[config.mk]
export PLATFORM = sky130hd
export DESIGN_NAME = stage_writeback
export DESIGN_NICKNAME = d
export VERILOG_FILES = /design/src/rtl/stage_writeback_pkg.sv /design/src/rtl/stage_writeback_load_extract.sv /design/src/rtl/stage_writeback.sv
export SDC_FILE = /design/constraint.sdc
export NUM_CORES = 1
export LEC_CHECK = 0
export ABC_CLOCK_PERIOD_IN_PS = 4050
export CORE_ASPECT_RATIO = 1.1
export CORE_UTILIZATION = 54
export CTS_BUF_LIST = sky130_fd_sc_hd__clkbuf_2 sky130_fd_sc_hd__clkbuf_4 sky130_fd_sc_hd__clkbuf_8
export CTS_CLUSTER_DIAMETER = 150
export DETAILED_ROUTE_END_ITERATION = 6
export HOLD_SLACK_MARGIN = 0.12
export PLACE_DENSITY_LB_ADDON = 0.08
export SLEW_MARGIN = 20
export SYNTH_ARGS = -nofsm -noshare
export SYNTH_HDL_FRONTEND = slang
export SYNTH_SLANG_ARGS = --single-unit
[constraint.sdc]
create_clock -name clk -period 4.05 [get_ports clk]
set_input_delay 1.215 -clock clk [delete_from_list [all_inputs] [get_ports clk]]
set_output_delay 1.215 -clock clk [all_outputs]
set_load 0.02 [all_outputs]
[src/rtl/stage_writeback_pkg.sv]
// Shared writeback-stage types: write-back source select, load kinds and the pipeline-register payload.
package signals;

  localparam int DATA_W = 32;
  localparam int ADDR_W = 5;

  typedef enum logic [1:0] {
    WB_ALU  = 2'd0,
    WB_MEM  = 2'd1,
    WB_LINK = 2'd2
  } wb_sel_t;

  typedef enum logic [2:0] {
    LD_W  = 3'd0,
    LD_B  = 3'd1,
    LD_BU = 3'd2,
    LD_H  = 3'd3,
    LD_HU = 3'd4
  } load_type_t;

  // Select fields stay raw vectors so reserved encodings survive the register and decode to 0.
  typedef struct packed {
    logic              valid;
    logic [DATA_W-1:0] pc;
    logic [DATA_W-1:0] pcadd8;
    logic [DATA_W-1:0] alu_result;
    logic [DATA_W-1:0] mem_rdata;
    logic [1:0]        wb_sel;
    logic [2:0]        load_type;
    logic [ADDR_W-1:0] dest_reg;
    logic              write_reg;
  } wb_stage_t;

endpackage

[src/rtl/stage_writeback_load_extract.sv]
// Little-endian load alignment: picks the byte/half at the address offset and sign/zero extends it.
module load_extract
  import signals::*;
#(
  parameter int WIDTH = 32
) (
  input  logic [WIDTH-1:0] rdata,
  input  logic [1:0]       offset,
  input  logic [2:0]       load_type,
  output logic [WIDTH-1:0] data
);

  logic [7:0]  byte_sel;
  logic [15:0] half_sel;

  always_comb begin
    byte_sel = rdata[7:0];
    case (offset)
      2'd0: byte_sel = rdata[7:0];
      2'd1: byte_sel = rdata[15:8];
      2'd2: byte_sel = rdata[23:16];
      default: byte_sel = rdata[31:24];
    endcase
    // offset[0] is ignored for halves; misaligned halves never reach this stage.
    half_sel = offset[1] ? rdata[31:16] : rdata[15:0];
  end

  always_comb begin
    data = '0;
    case (load_type)
      LD_W:  data = rdata;
      LD_B:  data = {{(WIDTH-8){byte_sel[7]}}, byte_sel};
      LD_BU: data = {{(WIDTH-8){1'b0}}, byte_sel};
      LD_H:  data = {{(WIDTH-16){half_sel[15]}}, half_sel};
      LD_HU: data = {{(WIDTH-16){1'b0}}, half_sel};
      default: data = '0;
    endcase
  end

endmodule

[src/rtl/stage_writeback.sv]
// Final pipeline stage: register-file write port back to decode, retire PC and retired-instruction count.
// Define STAGE_WRITEBACK_BYPASS_EN to add same-cycle write-before-read forwarding ports for decode.
module stage_writeback
  import signals::*;
#(
  parameter int WIDTH     = 32,
  parameter int REG_ADDR  = 5,
  parameter int CNT_WIDTH = 32
) (
  input  logic                 clk,
  input  logic                 reset,
  input  logic                 stall,
  input  logic                 nullify,
  input  logic                 valid_in,
  input  logic [WIDTH-1:0]     pc_in,
  input  logic [WIDTH-1:0]     pcadd8_in,
  input  logic [WIDTH-1:0]     alu_result,
  input  logic [WIDTH-1:0]     mem_rdata,
  input  logic [1:0]           wb_sel,
  input  logic [2:0]           load_type,
  input  logic [REG_ADDR-1:0]  dest_reg_in,
  input  logic                 write_reg_in,
`ifdef STAGE_WRITEBACK_BYPASS_EN
  input  logic [REG_ADDR-1:0]  rs_addr,
  input  logic [REG_ADDR-1:0]  rt_addr,
  input  logic [WIDTH-1:0]     rs_rf,
  input  logic [WIDTH-1:0]     rt_rf,
  output logic [WIDTH-1:0]     rs_fwd,
  output logic [WIDTH-1:0]     rt_fwd,
`endif
  output logic [REG_ADDR-1:0]  dest_reg,
  output logic [WIDTH-1:0]     dest_reg_data,
  output logic                 write_reg,
  output logic                 retire_valid,
  output logic [WIDTH-1:0]     retire_pc,
  output logic [CNT_WIDTH-1:0] retired_count
);

  wb_stage_t           stage_reg;
  logic [CNT_WIDTH-1:0] count_reg;
  logic [WIDTH-1:0]     load_data;
  logic                 retire;

  // nullify beats stall so a squashed instruction can never retire from a held register.
  always_ff @(posedge clk or negedge reset) begin
    if (!reset) begin
      stage_reg <= '0;
    end else if (nullify) begin
      stage_reg <= '0;
    end else if (!stall) begin
      stage_reg.valid      <= valid_in;
      stage_reg.pc         <= pc_in;
      stage_reg.pcadd8     <= pcadd8_in;
      stage_reg.alu_result <= alu_result;
      stage_reg.mem_rdata  <= mem_rdata;
      stage_reg.wb_sel     <= wb_sel;
      stage_reg.load_type  <= load_type;
      stage_reg.dest_reg   <= dest_reg_in;
      stage_reg.write_reg  <= write_reg_in;
    end
  end

  load_extract #(
    .WIDTH(WIDTH)
  ) u_load_extract (
    .rdata     (stage_reg.mem_rdata),
    .offset    (stage_reg.alu_result[1:0]),
    .load_type (stage_reg.load_type),
    .data      (load_data)
  );

  always_comb begin
    dest_reg_data = '0;
    case (stage_reg.wb_sel)
      WB_ALU:  dest_reg_data = stage_reg.alu_result;
      WB_MEM:  dest_reg_data = load_data;
      WB_LINK: dest_reg_data = stage_reg.pcadd8;
      default: dest_reg_data = '0;
    endcase
  end

  // A held instruction only acts on the cycle it leaves the stage, so the write and count happen once.
  assign retire       = stage_reg.valid & ~stall;
  assign write_reg    = retire & stage_reg.write_reg & (stage_reg.dest_reg != '0);
  assign dest_reg     = stage_reg.dest_reg;
  assign retire_valid = retire;
  assign retire_pc    = retire ? stage_reg.pc : '0;

  always_ff @(posedge clk or negedge reset) begin
    if (!reset) begin
      count_reg <= '0;
    end else if (retire) begin
      count_reg <= count_reg + CNT_WIDTH'(1);
    end
  end

  assign retired_count = count_reg;

`ifdef STAGE_WRITEBACK_BYPASS_EN
  assign rs_fwd = (write_reg && (rs_addr == dest_reg)) ? dest_reg_data : rs_rf;
  assign rt_fwd = (write_reg && (rt_addr == dest_reg)) ? dest_reg_data : rt_rf;
`endif

endmodule

Word level (Yosys, flattened, before mapping)
Cells that the tools add are included.
Storage, ports and cells
  register bits after elaboration: 172
  output and inout bits: 103
  logic and storage cells: 35
Operators by class
  add/subtract/negate cells: 1
  equality and inequality tests: 9
  muxes and demuxes: 7
  bitwise gates (word level): 4
  reduce and logical (&&, ||, !) cells: 4
Operator list (count)
  2-to-1 mux 140 bit: 2
  case mux 32 bit (5 select lines): 1
  case mux 32 bit (3 select lines): 1
  adder 32 x 1 -> 32 bit (second input constant): 1
  2-to-1 mux 32 bit: 1
  case mux 8 bit (3 select lines): 1
  2-to-1 mux 16 bit: 1
  == test 3 x 2 -> 1 bit (second input constant): 2
  nonzero test 5 bit: 1
  == test 2 x 1 -> 1 bit (second input constant): 2
  == test 2 bit (second input constant): 2
  zero test 2 bit: 2
  AND 1 bit: 3
  == test 3 x 1 -> 1 bit (second input constant): 1
  == test 3 bit (second input constant): 1
  zero test 3 bit: 1
  inequality test 2 x 1 -> 1 bit (second input constant): 1
  inverter 1 bit: 1

Logic depth before layout (Yosys ltp)
  word-level depth: 4
  gate-level depth with buffers: 7
  depth with buffers taken out: 5

By module
A second synthesis with hierarchy kept.
Unflattened totals
  cells, all modules: 816
  area total of the unflattened synthesis: 8790.9 sq um
Modules (own cells, without submodules)
  stage_writeback: times used 1, cells an instance 727, area an instance 7990.2 sq um, seq. area each 4304.1 sq um
  load_extract: times used 1, cells an instance 89, area an instance 800.8 sq um, seq. area each 0.0 sq um

Worst setup path after synthesis
No wires, ideal clock.
  kind: input-to-output
  from: input stall
  to: output write_reg
  arrival: 2331 ps
  setup slack: 504 ps
  stages on the path: 5
  cells stage by stage: buf_2 > nor2b_1 > buf_2 > clkbuf_1 > o311a_1
Between the ends
  longest elaborated chain between the ends: 4
RTL lines
  start, declared: line stage_writeback.sv:12  | input logic stall,
  inverter 1 bit: line stage_writeback.sv:83  | assign retire = stage_reg.valid & ~stall;
  AND 1 bit: line stage_writeback.sv:83
  via retire_valid: line stage_writeback.sv:34  | output logic retire_valid,
  AND 1 bit (2 in series): line stage_writeback.sv:84  | assign write_reg = retire & stage_reg.write_reg & (stage_reg.dest_reg != '0);
  end, declared: line stage_writeback.sv:33  | output logic write_reg,
The timed path passes the listed nets, and every way through them passes these cells.

Worst setup path in the final report
  from: register stage_reg[44] (netlist name)
  to: output dest_reg_data[4]
Between the ends
  longest elaborated chain between the ends: 4
  elaborated cells between the ends (all ways): 7
  classes of those cells: eq/ne (2); mux (4); reduce/logical (1)
RTL lines
  start, declared: line stage_writeback.sv:39  | wb_stage_t stage_reg;
  == test 2 bit (tied with other cells): line stage_writeback_load_extract.sv:18  | case (offset)
  case mux 8 bit (3 select lines): line stage_writeback_load_extract.sv:18
  case mux 32 bit (5 select lines) (*): line stage_writeback_load_extract.sv:30  | case (load_type)
  case mux 32 bit (3 select lines) (*): line stage_writeback.sv:74  | case (stage_reg.wb_sel)
  end, declared: line stage_writeback.sv:32  | output logic [WIDTH-1:0] dest_reg_data,
Every way passes the cells marked *; elsewhere a longest branch is shown, timed or not.

==> run metrics <==
status finished, final reports clean; clock skew ~0.013 ns; Worst Hold Launch retired_count[31]$_DFFE_PN0P_; RSZ-0062 raised after global routing no; Cells after Synth about 830; maximum clock insertion buffer count 2; Reg area ~4300 µm²; Die Y roughly 140 µm; WHS 0.474 ns; top_reg_cell synth dfrtp_1; CP peak stage delay 0.56 ns; max reg flops around 140; CP bufs+invs 2; syn nets about 970; CTS buffer count 17; GRT Overall Usage about 28%; LEAKAGE ~5.3 nW; maximum vdd drop approximately 0.00019 V; number of flops mapped to enable cells by yosys 0; most frequent CP cell mux2i_1; Max H-tree Level 4; minimum clock period 3.92 ns; I/O Buffers 246; initial drt markers between 500 and 600; final WL 23.4 mm; most common cell after layout, fill and taps aside clkdlybuf4s50_1; Vias around 7000; FF-to-FF setup slack 2.36 ns; crit path cell chain buf_12, mux2i_1, mux2i_1, a211oi_1, o22ai_1, clkdlybuf4s50_1; HPWL Detailed around 16 mm; Starting Density approximately 56%; post-synth cell types 49; largest net degree at the start of global routing about 140; max-slew violations 0; synthesized flop and latch total between 150 and 200; area growth from synthesis to layout 33.5%; hold crit path type flip-flop to flip-flop; Ports 247; reg2reg start retired_count[9]$_DFFE_PN0P_; last weighted congestion value of the routability-driven placer slightly below 0.9; first-pass GRT wire length 36.7 mm; hold depth 1; Synth async-reset ratio 100%; synthesized area per cell roughly 11 µm²; WP data arrival roughly 2.7 ns; core area between 15000 and 20000 µm²; post-route ant nets 0; footprint of the multi-input gates 4220 µm²; initial antenna violation count 0; n_diodes 0; path depth of the worst reg2reg path 4; DRC 0; full die area between 15000 and 20000 µm²; Worst-Margin Slew around 1.0 ns; cell family with most CP delay buffers and inverters; nets@finish 1191; most frequent cells in the layout 243 x clkdlybuf4s50_1, 195 x mux2i_1, 169 x dfrtp_1; Fmax between 0.2 and 0.3 GHz; CTS root buf clkbuf_8; Setup violations, final 0; Worst EP required between 2 and 3 ns; CTS tree done; hold endpoint retired_count[31]$_DFFE_PN0P_; TritonCTS Sinks around 170; # rows between 40 and 50; grt ovf 0; Worst Setup Start Kind flip-flop; count of maximum capacitance violations 0; Via density ~5.6; Final Cycle Share between 90% and 100%; share of layout cells above drive strength 1 7.27%; later-pin clock latency in the skew report approximately 0.47 ns; Worst path slowest cell clkdlybuf4s50_1; register area share after synthesis roughly half; vias in the first global route approximately 6800; Die W around 120 µm; Ys Warns 0; PD cells 329 nW/µm²; fill count 1148; Final TNS setup 0 ns; Crit. End Element output port; drt wl/cell around 19 µm; Final Hold Viols 0; Crit Path Max Fanout 30; clock-pin slew on the worst setup and hold paths around 0.1 ns; slew margin rel. a little under a third; router iterations before antenna repair 5; WS Path Type flip-flop to output port; Syn Std Cell Area 8910 µm²; FF-to-FF End retired_count[31]$_DFFE_PN0P_
## final cells by class
class / count / share of cell area [%]
clock buffers: 18 / 2.03
inverters: 8 / 0.252
repair buffers: 268 / 22.6
well taps: 200 / 2.10
multi-input cells: 579 / 35.5
clock inverters: 14 / 1.35
flip-flops and latches: 172 / 36.2
## metrics by stage
stage	util (%)	cells	worst slack, ns	instance area, µm²	power, W
after floorplan	-	827	0.504	8910	0.00233
final	74.8	1259	0.131	11900	0.00392
after global placement	72.0	1224	0.368	11500	0.00270
after detailed placement	72.0	1224	0.331	11500	0.00271
after global routing	74.8	1259	0.00800	11900	0.00408
after CTS	74.6	1256	0.0276	11900	0.00394
## layer usage
layer	wire, µm	part of all wire [%]	up-vias	GRT usage (%)
met5	0	0	-	0
met4	593	2.5	0	11.0
met3	1510	6.5	36	6.06
met2	10700	46	250	41.6
met1	10500	45	3363	39.9
li1	-	-	3340	-
## synthesized netlist by cell type (3+ instances only)
library cell | instances | share of area (%)
o22ai_1 | 24 | 1.7
o32ai_1 | 7 | 0.69
buf_2 | 26 | 1.5
a21oi_1 | 15 | 0.84
dfrtp_1 | 172 | 48
a211oi_1 | 8 | 0.67
mux2i_1 | 195 | 22
buf_1 | 3 | 0.13
inv_1 | 8 | 0.34
nand4b_1 | 3 | 0.29
a22oi_1 | 16 | 1.3
buf_6 | 7 | 0.88
o221ai_1 | 8 | 0.79
xnor2_1 | 26 | 2.6
nand3_1 | 17 | 0.95
and3_1 | 5 | 0.35
nand4_1 | 12 | 0.84
nand2b_1 | 8 | 0.56
and2_1 | 32 | 2.2
xor2_1 | 6 | 0.59
nor2_1 | 148 | 6.2
clkbuf_1 | 25 | 1.1
buf_4 | 7 | 0.59
nor3_1 | 4 | 0.22
nand2_1 | 17 | 0.72
nor4_4 | 3 | 0.72
## timing repair
| action | 4_1_cts | 5_1_grt |
|---|---|---|
| hold buffers | 0 | 0 |
| resized for setup | 0 | 5 |
| buffers inserted | 0 | 3 |
| endpoints found under the setup margin | 0 | 27 |
## worst register-to-register path, stage by stage (launching register included)
cell and delay, ns:
dfrtp_1 0.45, nand4_1 0.28, nor3_1 0.52, nand4_1 0.19, xnor2_1 0.16
## cells by family (layout without fill, tap and decap cells)
kind of cell | count (synthesis) | in the layout | share of synthesized area [%]
compound gates | 83 | 83 | 6.67
xor+xnor | 32 | 32 | 3.15
fa+ha+maj | 1 | 1 | 0.140
buf+inv | 76 | 308 | 4.45
flops | 172 | 172 | 48.3
mux | 198 | 198 | 22.4
simple gates | 265 | 265 | 14.8
## how the worst max path moves through the flow
stage | slack, ns | end | startpoint | cells past startpoint
6_report | 0.13 | dest_reg_data[4] | stage_reg[44]$_DFFE_PN0P_ | 6
5_1_grt | 0.008 | dest_reg_data[4] | stage_reg[7]$_DFFE_PN0P_ | 6
4_1_cts | 0.03 | dest_reg_data[5] | stage_reg[44]$_DFFE_PN0P_ | 6
3_5_place_dp | 0.33 | write_reg | stall | 5
3_3_place_gp | 0.37 | write_reg | stall | 5
2_1_floorplan | 0.50 | write_reg | stall | 5
## power breakdown
part / leakage [nW] / switching (W) / internal, W
combinational: 2.84 / 0.000382 / 0.000395
clock: 0.196 / 0.000665 / 0.000568
sequential: 2.29 / 0.0000948 / 0.00181
total: 5.33 / 0.00114 / 0.00277
(Power assumes the default switching activity.)
